<file path="src/rtl/fft_frame_sequencer.sv">
// fft_frame_sequencer: slices the recorded clip in SRAM into overlapping
// FFT frames, streams every frame to the FFT core over valid/ready, waits
// for the core's verdict and writes one beat flag per frame to the beat map.
module fft_frame_sequencer #(
    parameter int FRAME_LEN = 512,
    parameter int HOP       = 256,
    parameter int ADDR_W    = 20,
    parameter int DATA_W    = 16,
    parameter int IDX_W     = 12
) (
    input  logic              i_clk,
    input  logic              i_rst,
    input  logic              i_start,
    input  logic [ADDR_W-1:0] i_end_addr,
    output logic [ADDR_W-1:0] o_sram_addr,
    output logic              o_sram_rd,
    input  logic              i_sram_valid,
    input  logic [DATA_W-1:0] i_sram_data,
    output logic              o_fft_frame_start,
    output logic [DATA_W-1:0] o_fft_data,
    output logic              o_fft_valid,
    input  logic              i_fft_ready,
    input  logic              i_fft_done,
    input  logic              i_fft_beat,
    output logic              o_beat_wr,
    output logic [IDX_W-1:0]  o_beat_idx,
    output logic              o_beat_val,
    output logic [IDX_W-1:0]  o_frame_cnt,
    output logic              o_busy,
    output logic              o_finish
);

    localparam int               K_W      = (FRAME_LEN > 1) ? $clog2(FRAME_LEN) : 1;
    localparam logic [K_W-1:0]   K_LAST   = K_W'(FRAME_LEN - 1);
    localparam logic [IDX_W-1:0] CNT_MAX  = '1;
    localparam logic [IDX_W-1:0] CNT_LAST = CNT_MAX - 1'b1;
    localparam logic [ADDR_W:0]  HOP_EXT  = (ADDR_W + 1)'(HOP);

    typedef enum logic [2:0] {
        S_IDLE,
        S_FRAME_INIT,
        S_FETCH,
        S_READ_WAIT,
        S_PUSH,
        S_WAIT_FFT,
        S_WRITE,
        S_DONE
    } state_t;

    state_t              state_q, state_d;
    logic [ADDR_W-1:0]   end_q, end_d;
    logic [ADDR_W:0]     base_q, base_d;
    logic [K_W-1:0]      k_q, k_d;
    logic [IDX_W-1:0]    frame_cnt_q, frame_cnt_d;
    logic [DATA_W-1:0]   sample_q, sample_d;
    logic                beat_q, beat_d;

    // Sample address and next frame base carry one extra bit so that
    // addresses running past the end of a full-size clip still compare right.
    logic [ADDR_W:0]     addr;
    logic [ADDR_W:0]     next_base;
    logic                addr_in_clip;
    logic                last_frame;
    logic                busy;

    assign addr         = base_q + (ADDR_W + 1)'(k_q);
    assign next_base    = base_q + HOP_EXT;
    assign addr_in_clip = addr < {1'b0, end_q};
    assign last_frame   = next_base >= {1'b0, end_q};
    assign busy         = (state_q != S_IDLE) && (state_q != S_DONE);

    assign o_busy      = busy;
    assign o_finish    = (state_q == S_DONE);
    assign o_frame_cnt = frame_cnt_q;

    // Next-state, datapath updates and strobe decode.
    always_comb begin
        // NOTE: every signal written here gets a default first, so no path
        // can leave one unassigned and infer a latch.
        state_d           = state_q;
        end_d             = end_q;
        base_d            = base_q;
        k_d               = k_q;
        frame_cnt_d       = frame_cnt_q;
        sample_d          = sample_q;
        beat_d            = beat_q;
        o_sram_addr       = '0;
        o_sram_rd         = 1'b0;
        o_fft_frame_start = 1'b0;
        o_fft_data        = '0;
        o_fft_valid       = 1'b0;
        o_beat_wr         = 1'b0;
        o_beat_idx        = '0;
        o_beat_val        = 1'b0;

        if (busy && !i_start) begin
            // Abort: strobes stay at their defaults, so they drop at once.
            state_d = S_IDLE;
        end else begin
            case (state_q)
                S_IDLE: begin
                    if (i_start) begin
                        end_d       = i_end_addr;
                        base_d      = '0;
                        k_d         = '0;
                        frame_cnt_d = '0;
                        state_d     = (i_end_addr == '0) ? S_DONE : S_FRAME_INIT;
                    end
                end
                S_FRAME_INIT: begin
                    o_fft_frame_start = 1'b1;
                    k_d               = '0;
                    state_d           = S_FETCH;
                end
                S_FETCH: begin
                    if (addr_in_clip) begin
                        o_sram_rd   = 1'b1;
                        o_sram_addr = addr[ADDR_W-1:0];
                        state_d     = S_READ_WAIT;
                    end else begin
                        sample_d = '0;
                        state_d  = S_PUSH;
                    end
                end
                S_READ_WAIT: begin
                    if (i_sram_valid) begin
                        sample_d = i_sram_data;
                        state_d  = S_PUSH;
                    end
                end
                S_PUSH: begin
                    o_fft_valid = 1'b1;
                    o_fft_data  = sample_q;
                    if (i_fft_ready) begin
                        k_d     = k_q + 1'b1;
                        state_d = (k_q == K_LAST) ? S_WAIT_FFT : S_FETCH;
                    end
                end
                S_WAIT_FFT: begin
                    if (i_fft_done) begin
                        beat_d  = i_fft_beat;
                        state_d = S_WRITE;
                    end
                end
                S_WRITE: begin
                    if (frame_cnt_q != CNT_MAX) begin
                        o_beat_wr   = 1'b1;
                        o_beat_idx  = frame_cnt_q;
                        o_beat_val  = beat_q;
                        frame_cnt_d = frame_cnt_q + 1'b1;
                    end
                    // A saturated index cannot be written, so stop framing.
                    if (last_frame || frame_cnt_q >= CNT_LAST) begin
                        state_d = S_DONE;
                    end else begin
                        base_d  = next_base;
                        state_d = S_FRAME_INIT;
                    end
                end
                S_DONE: begin
                    if (!i_start) begin
                        state_d = S_IDLE;
                    end
                end
                default: state_d = S_IDLE;
            endcase
        end
    end

    // State and datapath registers with synchronous reset.
    always_ff @(posedge i_clk) begin
        // NOTE: sequential state uses non-blocking assignments only, so every
        // register samples the pre-edge values regardless of statement order.
        if (i_rst) begin
            // NOTE: the datapath registers are reset too (there is no memory
            // array here), so every output reads 0 straight out of reset.
            state_q     <= S_IDLE;
            end_q       <= '0;
            base_q      <= '0;
            k_q         <= '0;
            frame_cnt_q <= '0;
            sample_q    <= '0;
            beat_q      <= 1'b0;
        end else begin
            state_q     <= state_d;
            end_q       <= end_d;
            base_q      <= base_d;
            k_q         <= k_d;
            frame_cnt_q <= frame_cnt_d;
            sample_q    <= sample_d;
            beat_q      <= beat_d;
        end
    end

endmodule

</file>
<file path="config.mk">
export PLATFORM = sky130hd
export DESIGN_NAME = fft_frame_sequencer
export DESIGN_NICKNAME = d
export VERILOG_FILES = /design/src/rtl/fft_frame_sequencer.sv
export SDC_FILE = /design/constraint.sdc
export NUM_CORES = 1
export LEC_CHECK = 0
export ABC_AREA = 1
export BUFFER_PORTS_ARGS = -buffer_cell sky130_fd_sc_hd__clkbuf_2
export CAP_MARGIN = 20
export CORE_ASPECT_RATIO = 1.25
export CORE_UTILIZATION = 40
export CTS_CLUSTER_DIAMETER = 40
export DETAILED_ROUTE_END_ITERATION = 8
export SYNTH_ARGS = -nofsm -noshare
export SYNTH_HDL_FRONTEND = slang
export SYNTH_SLANG_ARGS = --single-unit
</file>
<file path="constraint.sdc">
create_clock -name i_clk -period 5.25 [get_ports i_clk]
set_clock_uncertainty 0.15 [all_clocks]
set_input_delay 1.3125 -clock i_clk [delete_from_list [all_inputs] [get_ports i_clk]]
set_output_delay 1.3125 -clock i_clk [all_outputs]
set_load 0.02 [all_outputs]
</file>
* Word-level counts from Yosys, hierarchy flattened
Index checks and enable logic that the tools add are counted.
Cells by class: add/sub/neg operators 4, eq/ne operators 18, reduce and logical (&&, ||, !) cells 18, mux-type cells 43, bitwise logic cells 1, order comparisons 3
Operators with widths (count):
- 2-to-1 mux 16 bit | 4
- 2-to-1 mux 12 bit | 5
- 2-to-1 mux 20 bit | 3
- 2-to-1 mux 21 bit | 2
- case mux 21 bit (2 select lines) | 1
- case mux 16 bit (2 select lines) | 1
- 2-to-1 mux 3 bit | 9
- case mux 9 bit (3 select lines) | 1
- case mux 12 bit (2 select lines) | 1
- case mux 3 bit (8 select lines) | 1
- adder 21 x 9 -> 21 bit | 1
- adder 21 x 9 -> 21 bit (second input constant) | 1
- >= comparator 21 x 20 -> 1 bit | 1
- less-than comparator 21 x 20 -> 1 bit | 1
- logical NOT 20 bit | 1
- 2-to-1 mux 9 bit | 2
- inequality test 2 bit (second input constant) | 8
- AND reduction 4 bit | 4
- 2-to-1 mux 1 bit | 13
- adder 12 x 1 -> 12 bit (second input constant) | 1
- equality test 3 bit (second input constant) | 4
- >= comparator 12 bit (second input constant) | 1
- inequality test 12 bit (second input constant) | 1
- adder 9 x 1 -> 9 bit (second input constant) | 1
- other kinds (14) | 19
Storage, ports and cells: output and inout port bits 67, logic and storage cells 94, register bits 82, bits of input ports 43

* Depth between registers and ports, before layout
Gate-level depths: netlist of the first run.
word-level depth 5, depth in mapped cells 27

* Worst setup path after synthesis of the first run
No wires, ideal clock.
kind reg2out, start register base_q[8], end output port o_sram_addr[0], cell stages (with the launch flop) 26, path buffers 1, path slack 0.533 ns, arrival 3.255 ns, path through dfxtp_1 -> ha_1 -> nand2_1 -> inv_2 -> nand2_2 -> nor2_4 -> inv_1 -> nor2_1 -> inv_1 -> nor2_1 -> inv_1 -> nor2_1 -> inv_1 -> nand2_1 -> nand2_1 -> inv_1 -> ha_1 -> a21o_1 -> a21oi_1 -> nand3_1 -> nor2_2 -> nand4_2 -> nor2_2 -> inv_2 -> buf_2 -> nor2_1
Between the ends: longest elaborated chain between the ends 5
Ends and longest elaborated chain:
- start, declared | line 52 | logic [ADDR_W:0] base_q, base_d;
- start signal, assigned | line 187 | base_q <= base_d;
- adder 21 x 9 -> 21 bit | line 66 | assign addr = base_q + (ADDR_W + 1)'(k_q);
- less-than comparator 21 x 20 -> 1 bit | line 68 | assign addr_in_clip = addr < {1'b0, end_q};
- 2-to-1 mux 20 bit | line 116 | if (addr_in_clip) begin
- 2-to-1 mux 20 bit | line 100 | case (state_q)
- 2-to-1 mux 20 bit | line 96 | if (busy && !i_start) begin
- end, declared | line 15 | output logic [ADDR_W-1:0] o_sram_addr,
Every way passes these cells.

* Final worst setup path of the first run
start register base_q[8], end output port o_sram_addr[9]
Between the ends: longest elaborated chain between the ends 5
Ends and longest elaborated chain (line):
- adder 21 x 9 -> 21 bit * | 66
- less-than comparator 21 x 20 -> 1 bit | 68
- 2-to-1 mux 20 bit * | 116
- 2-to-1 mux 20 bit * | 100
- 2-to-1 mux 20 bit * | 96
Mark *: on every way between the ends. The rest lies on a longest branch, timed or not.

==> results of run 1 <==
## metal layers
metal | part of all wire (%) | vias up | wire length [um]
met3 | 4.5 | 17 | 618
met4 | 1.7 | 0 | 231
met1 | 44 | 2251 | 6020
li1 | - | 2703 | -
met2 | 49 | 121 | 6720
met5 | 0 | - | 0
## registers in the layout, summed over array words and instances (netlist names)
register / cells
k_q: 9
base_q: 13
beat_q: 1
state_q: 3
end_q: 20
sample_q: 16
o_frame_cnt: 12
## through the flow
| stage | setup WS (ns) | hold WS, ns | instances | total power [mW] |
|---|---|---|---|---|
| CTS | 0.00448 | 0.314 | 1050 | 2.80 |
| global placement | 0.335 | 0.299 | 1034 | 2.10 |
| global route | -0.0597 | 0.352 | 1061 | 3.12 |
| finish | 0.209 | 0.308 | 1061 | 2.86 |
| detailed placement | 0.193 | 0.304 | 1034 | 2.11 |
| floorplan | 0.533 | 0.280 | 786 | 1.79 |
## cell families after synthesis
| kind of cell | Yosys count | share of synthesized area (%) |
|---|---|---|
| flops | 74 | 29.9 |
| fa+ha+maj | 37 | 9.35 |
| compound gates | 111 | 11.8 |
| xor+xnor | 11 | 1.95 |
| simple gates | 406 | 35.3 |
| buf+inv | 147 | 11.7 |
## critical path: cells and delay by family, from the launching register on
family / cells / cell delay (ns)
simple gates: 13 / 1.67
buf+inv: 8 / 0.58
flops: 1 / 0.37
fa+ha+maj: 2 / 0.33
compound gates: 2 / 0.29
## final cells by class
class,instances,share of cell area (%)
Timing Repair inverter,2,0.204
Timing Repair Buffer,124,11.1
Inverter,116,7.23
Tap cell,164,3.35
Sequential cell,74,24.3
Multi-Input combinational cell,565,48.4
Clock buffer,12,4.19
Clock inverter,4,1.21
## repair_timing
action,in CTS,in global routing
cloned,0,2
resized for setup,3,34
endpoints found under the setup margin,20,21
pin swaps,0,12
buffers inserted,0,8
## path summary, 6_finish.rpt
kind | start | end | depth (start not counted)
hold reg to reg | beat_q$_SDFFE_PP0P_ | beat_q$_SDFFE_PP0P_ | 2
setup reg to reg | base_q[8]$_SDFFE_PP0P_ | sample_q[11]$_SDFFE_PP0P_ | 26
setup / recovery | base_q[8]$_SDFFE_PP0P_ | o_sram_addr[9] | 25
hold / removal | beat_q$_SDFFE_PP0P_ | beat_q$_SDFFE_PP0P_ | 2
## power by group
part / switching [mW] / leakage [nW] / internal (mW)
Sequential: 0.0984 / 0.606 / 0.705
Clock: 0.248 / 0.163 / 0.443
Combinational: 0.890 / 2.09 / 0.473
## placed cells by master, fill, tap and decap left out, types with 2 or more instances in the layout
cell type  netlist  routed
nand2_1        165     163
nor2_1         154     151
clkbuf_2         0     105
inv_1          105     101
dfxtp_1         74      72
a21oi_1         52      51
ha_1            37      35
o21ai_0         30      30
nor3_1          25      25
o21ai_1         18      18
buf_4            0      17
nand3_1         16      16
inv_2            9      12
xor2_1          11      11
nand4_1          9       9
clkbuf_16        0       9
nor4_1           7       7
nor2_2           5       6
nand2_2          5       6
nor2_4           4       6
nor3_2           5       4
a211oi_1         4       4
o211ai_1         3       3
nor3b_1          3       3
clkbuf_8         0       3
or2_2            3       2
nand3_2          2       2
a21oi_2          1       2
clkinv_1         2       2
ha_4             0       2
dfxtp_4          0       2
bufinv_16        0       2
inv_4            0       2
==> results.yml, run 1 <==
outcome:
  status: "complete, no violations"
cts:
  numCtsBuffers: 9
  worstSkewPairLatency_ns: 0.34
  cts_tree: "built"
  cts_max_path_buffers: 2
  clk_pin_slew_worst_paths_ns: 0.06
  cts_hold_buffers: 0
  numClockSinks: 74
  root_buffer: "clkbuf_16"
  htree_num_levels: 3
floorplanning:
  die_height_um: 126
  initial_core_util_pct: 40.9
  coreArea_um2: 12100
  ios: 110
  dieArea_um2: 12800
  die_x_um: 102
  row_count: 45
finish:
  synthToLayoutAreaGrowth_pct: 23.6
  post-route-util_pct: 50.6
  multi_input_area_um2: 2960
  drive_gt1_share_pct: 21.2
  regArea_um2: 1490
  fin_nets: 972
  design_area_um2: 6120
  n_fill_cell: 1308
  antennaDiodeCount: 0
synth:
  ys_seq_area_share_pct: 29.9
  syn_area_per_cell_um2: 6.30
  syn-cell-area_um2: 4950
  synthCells: 786
  ys_seq_elements: 74
  synth.top_cell.area_share_pct: 29.9
  synthTopCellsByCount: "nand2_1 (165), nor2_1 (154), inv_1 (105), dfxtp_1 (74), a21oi_1 (52)"
  ys_types: 34
  synth_edf_count: 0
  synth_flop_cell: "dfxtp_1"
  async_flop_share_pct: 0
  ys_warn_count: 0
  synth_nets: 866
  synth_area_leaders: "dfxtp_1 (30%), nand2_1 (13%), nor2_1 (12%)"
  yosysMostFrequentCell: "nand2_1"
  synth_top_area_cell: "dfxtp_1"
worst_setup_path:
  rrSetupSlack_ns: 1.61
  cpPeakStageDelay_ns: 0.37
  cp.arrival_ns: 3.58
  cp-start-kind: "flip-flop"
  end_kind: "output pin"
  crit_top_cell: "inv_2"
  required_ns: 3.79
  critical_path_class: "flip-flop to output pin"
  cpMaxStageDelayCell: "dfxtp_4"
  cp_max_fo: 5
placement:
  hpwl_mm: 10.3
  placed_cell_area_um2: 5600
  gp_congestion: 0.916
  io_buffer_count: 109
sta:
  final_hold_viol_count: 0
  worst_pin_slew_ns: 0.743
  drv_slew: 0
  finalSetupViolations: 0
  post-route-min-period_ns: 5.04
  slew_headroom_pct: 50.3
  fmax_mhz: 198
  period_share_pct: 96.0
  setup_tns_ns: 0
global_route:
  grt_usage_pct: 21.2
  use_met1_pct: 25.5
  gr-usage-met2_pct: 37.4
  antenna_found_initial: 0
  grt_max_degree: 41
  grt_pass1_vias: 4532
  grt_pass1_wl_mm: 21.3
  grt_overflow_total: 0
  globalRouteMet3Util_pct: 4.24
  busiest_layer: "met2"
route:
  ant_nets: 0
  viasPerCell: 4.80
  dr.pass1.iters: 5
  wl_per_cell_um: 12.8
  vias: 5092
  drt_iter0_markers: 225
  wirelength_mm: 13.6
  drc: 0
min_path:
  worstHoldPathType: "flip-flop to flip-flop"
power_and_ir_drop:
  p_per_area_nw_per_um2: 467
  vdd_drop_max_uv: 209
  p_leak_nw: 2.86
flow_run:
  cap_violations: 0
(Power assumes the default switching activity.)
==> run 2: changes to the inputs <==
--- a/config.mk
+++ b/config.mk
@@ -12,6 +12,7 @@
 export CORE_UTILIZATION = 40
 export CTS_CLUSTER_DIAMETER = 40
 export DETAILED_ROUTE_END_ITERATION = 8
+export PLACE_DENSITY = 0.62
 export SYNTH_ARGS = -nofsm -noshare
 export SYNTH_HDL_FRONTEND = slang
 export SYNTH_SLANG_ARGS = --single-unit
==> run 2 against run 1 <==
Cell count down 0.85%; non-clock buffer count decreased by 7; first-iteration DRC count down 12%; sequential power about the same; routed wire length down 4.9%; critical path depth stayed put; via count down 2.4%; die area did not move; flip-flop and latch count unchanged; combinational power down 4%; critical path type unchanged; largest power group unchanged; highest routed layer unchanged.
==> results.yml, run 2 (synthesized netlist as in run 1, its figures left out) <==
route:
  drc: 0
  wl_per_cell_um: 12.3
  wirelength_mm: 12.9
  drt_iter0_markers: 197
  ant_nets: 0
  vias: 4968
  viasPerCell: 4.72
  dr.pass1.iters: 4
outcome:
  status: "complete, no violations"
cts:
  cts_tree: "built"
  cts_max_path_buffers: 2
  numCtsBuffers: 9
  clk_pin_slew_worst_paths_ns: 0.05
  root_buffer: "clkbuf_16"
  htree_num_levels: 3
  worstSkewPairLatency_ns: 0.33
  numClockSinks: 74
  cts_hold_buffers: 0
floorplanning:
  row_count: 45
  ios: 110
  initial_core_util_pct: 40.9
  coreArea_um2: 12100
  die_height_um: 126
  dieArea_um2: 12800
  die_x_um: 102
finish:
  design_area_um2: 5970
  final_common_cell: "nand2_1"
  largestRegisters: "end_q: 20 flops, sample_q: 16 flops, base_q: 13 flops"
  drive_gt1_share_pct: 19.0
  synthToLayoutAreaGrowth_pct: 20.5
  largest_reg_flops: 20
  finalNonFillerCells: 1052
  antennaDiodeCount: 0
  fin_nets: 963
  final_cell_mix: "nand2_1 (165), nor2_1 (152), inv_1 (105), clkbuf_2 (101), dfxtp_1 (72)"
  top_register: "end_q"
power_and_ir_drop:
  intPower_mw: 1.54
  p_sw_share_pct: 43.8
  power_mw: 2.74
  vdd_drop_max_uv: 190
  pwr-share-seq_pct: 29.4
  p_per_area_nw_per_um2: 458
  pwr-share-comb_pct: 47.8
  switching_power_mw: 1.20
  clockPowerShare_pct: 22.8
  p_leak_nw: 2.79
sta:
  fmax_mhz: 203
  drv_slew: 0
  slew_headroom_pct: 53.0
  rsz0062_at_grt: "false"
  post-route-min-period_ns: 4.92
  period_share_pct: 93.7
  worst_pin_slew_ns: 0.703
  setup_tns_ns: 0
  finalSetupViolations: 0
  final_hold_viol_count: 0
min_path:
  worstHoldPathType: "flip-flop to flip-flop"
worst_setup_path:
  required_ns: 3.79
  cp-start-kind: "flip-flop"
  cp_max_fo: 20
  end_kind: "output pin"
  cpPeakStageDelay_ns: 0.37
  critical_path_class: "flip-flop to output pin"
  crit_top_cell: "inv_1"
  cpMaxStageDelayCell: "dfxtp_4"
  cp.arrival_ns: 3.46
global_route:
  grt_usage_pct: 21.0
  antenna_found_initial: 0
  grt_overflow_total: 0
  grt_pass1_wl_mm: 21.2
  globalRouteMet3Util_pct: 4.24
  gr-usage-met2_pct: 34.4
  grt_max_degree: 40
  grt_pass1_vias: 4517
  busiest_layer: "met2"
  use_met1_pct: 26.5
placement:
  io_buffer_count: 109
  gp_congestion: 0.899
  placed_cell_area_um2: 5600
  hpwl_mm: 10.2
  place_inst: 1033
flow_run:
  cap_violations: 0
-- run 2: cell types whose count changed in the layout (fill, tap and decap cells not counted), moves of 3 or more --
cell / delta
buf_2: +3
buf_4: -4
clkbuf_2: -4
inv_1: +4
inv_2: -4
-- run 2: layout make-up --
| class | instances | area (um^2) |
|---|---|---|
| fillers | 1297 | 6140 |
| multi-input cells | 565 | 2920 |
| flip-flops and latches | 74 | 1490 |
| repair buffers | 117 | 618 |
| inverters | 116 | 440 |
| clock buffers | 13 | 250 |
| well taps | 164 | 205 |
| clock inverters | 3 | 47.5 |
-- run 2: through the flow --
step	util (%)	worst slack, ns	hold slack [ns]
after floorplan	-	0.533	0.280
after global placement	46.2	0.388	0.296
after detailed placement	46.2	0.266	0.304
after CTS	48.7	0.0229	0.313
after global routing	49.3	0.0217	0.347
final	49.3	0.332	0.309
-- run 2: power groups by stage --
stage	sequential [mW]	clock (mW)	combinational, mW
after floorplan	0.794	0	0.992
after global placement	0.812	0	1.29
after detailed placement	0.811	0	1.29
after CTS	0.801	0.639	1.30
after global routing	0.824	0.665	1.52
final	0.803	0.624	1.31
-- run 2: worst max-delay path: cells and delay by family, from the launching register on --
kind | cells | cell delay [ns]
buffers and inverters | 8 | 0.67
DFF | 1 | 0.37
and+or+nand+nor | 13 | 1.38
adders and majority gates | 2 | 0.39
AOI/OAI and AO/OA | 2 | 0.30
-- run 2: repair_timing --
| item | CTS | global route |
|---|---|---|
| endpoints found under the setup margin | 20 | 21 |
| setup buffers | 0 | 2 |
| resized for setup | 2 | 22 |
| pin swaps | 0 | 4 |
-- run 2: worst paths after layout --
check | depth (start not counted) | end | slack (ns) | start
setup / recovery | 25 | o_sram_addr[6] | 0.33 | base_q[8]$_SDFFE_PP0P_
hold / removal | 2 | beat_q$_SDFFE_PP0P_ | 0.31 | beat_q$_SDFFE_PP0P_
hold reg to reg | 2 | beat_q$_SDFFE_PP0P_ | 0.31 | beat_q$_SDFFE_PP0P_
setup reg to reg | 26 | sample_q[15]$_SDFFE_PP0P_ | 1.53 | base_q[8]$_SDFFE_PP0P_
-- run 2: per-layer routing --
metal	share of wire, %	up-vias
met2	46	125
met4	2.8	0
met5	0	-
met1	46	2148
li1	-	2676
met3	5.1	19
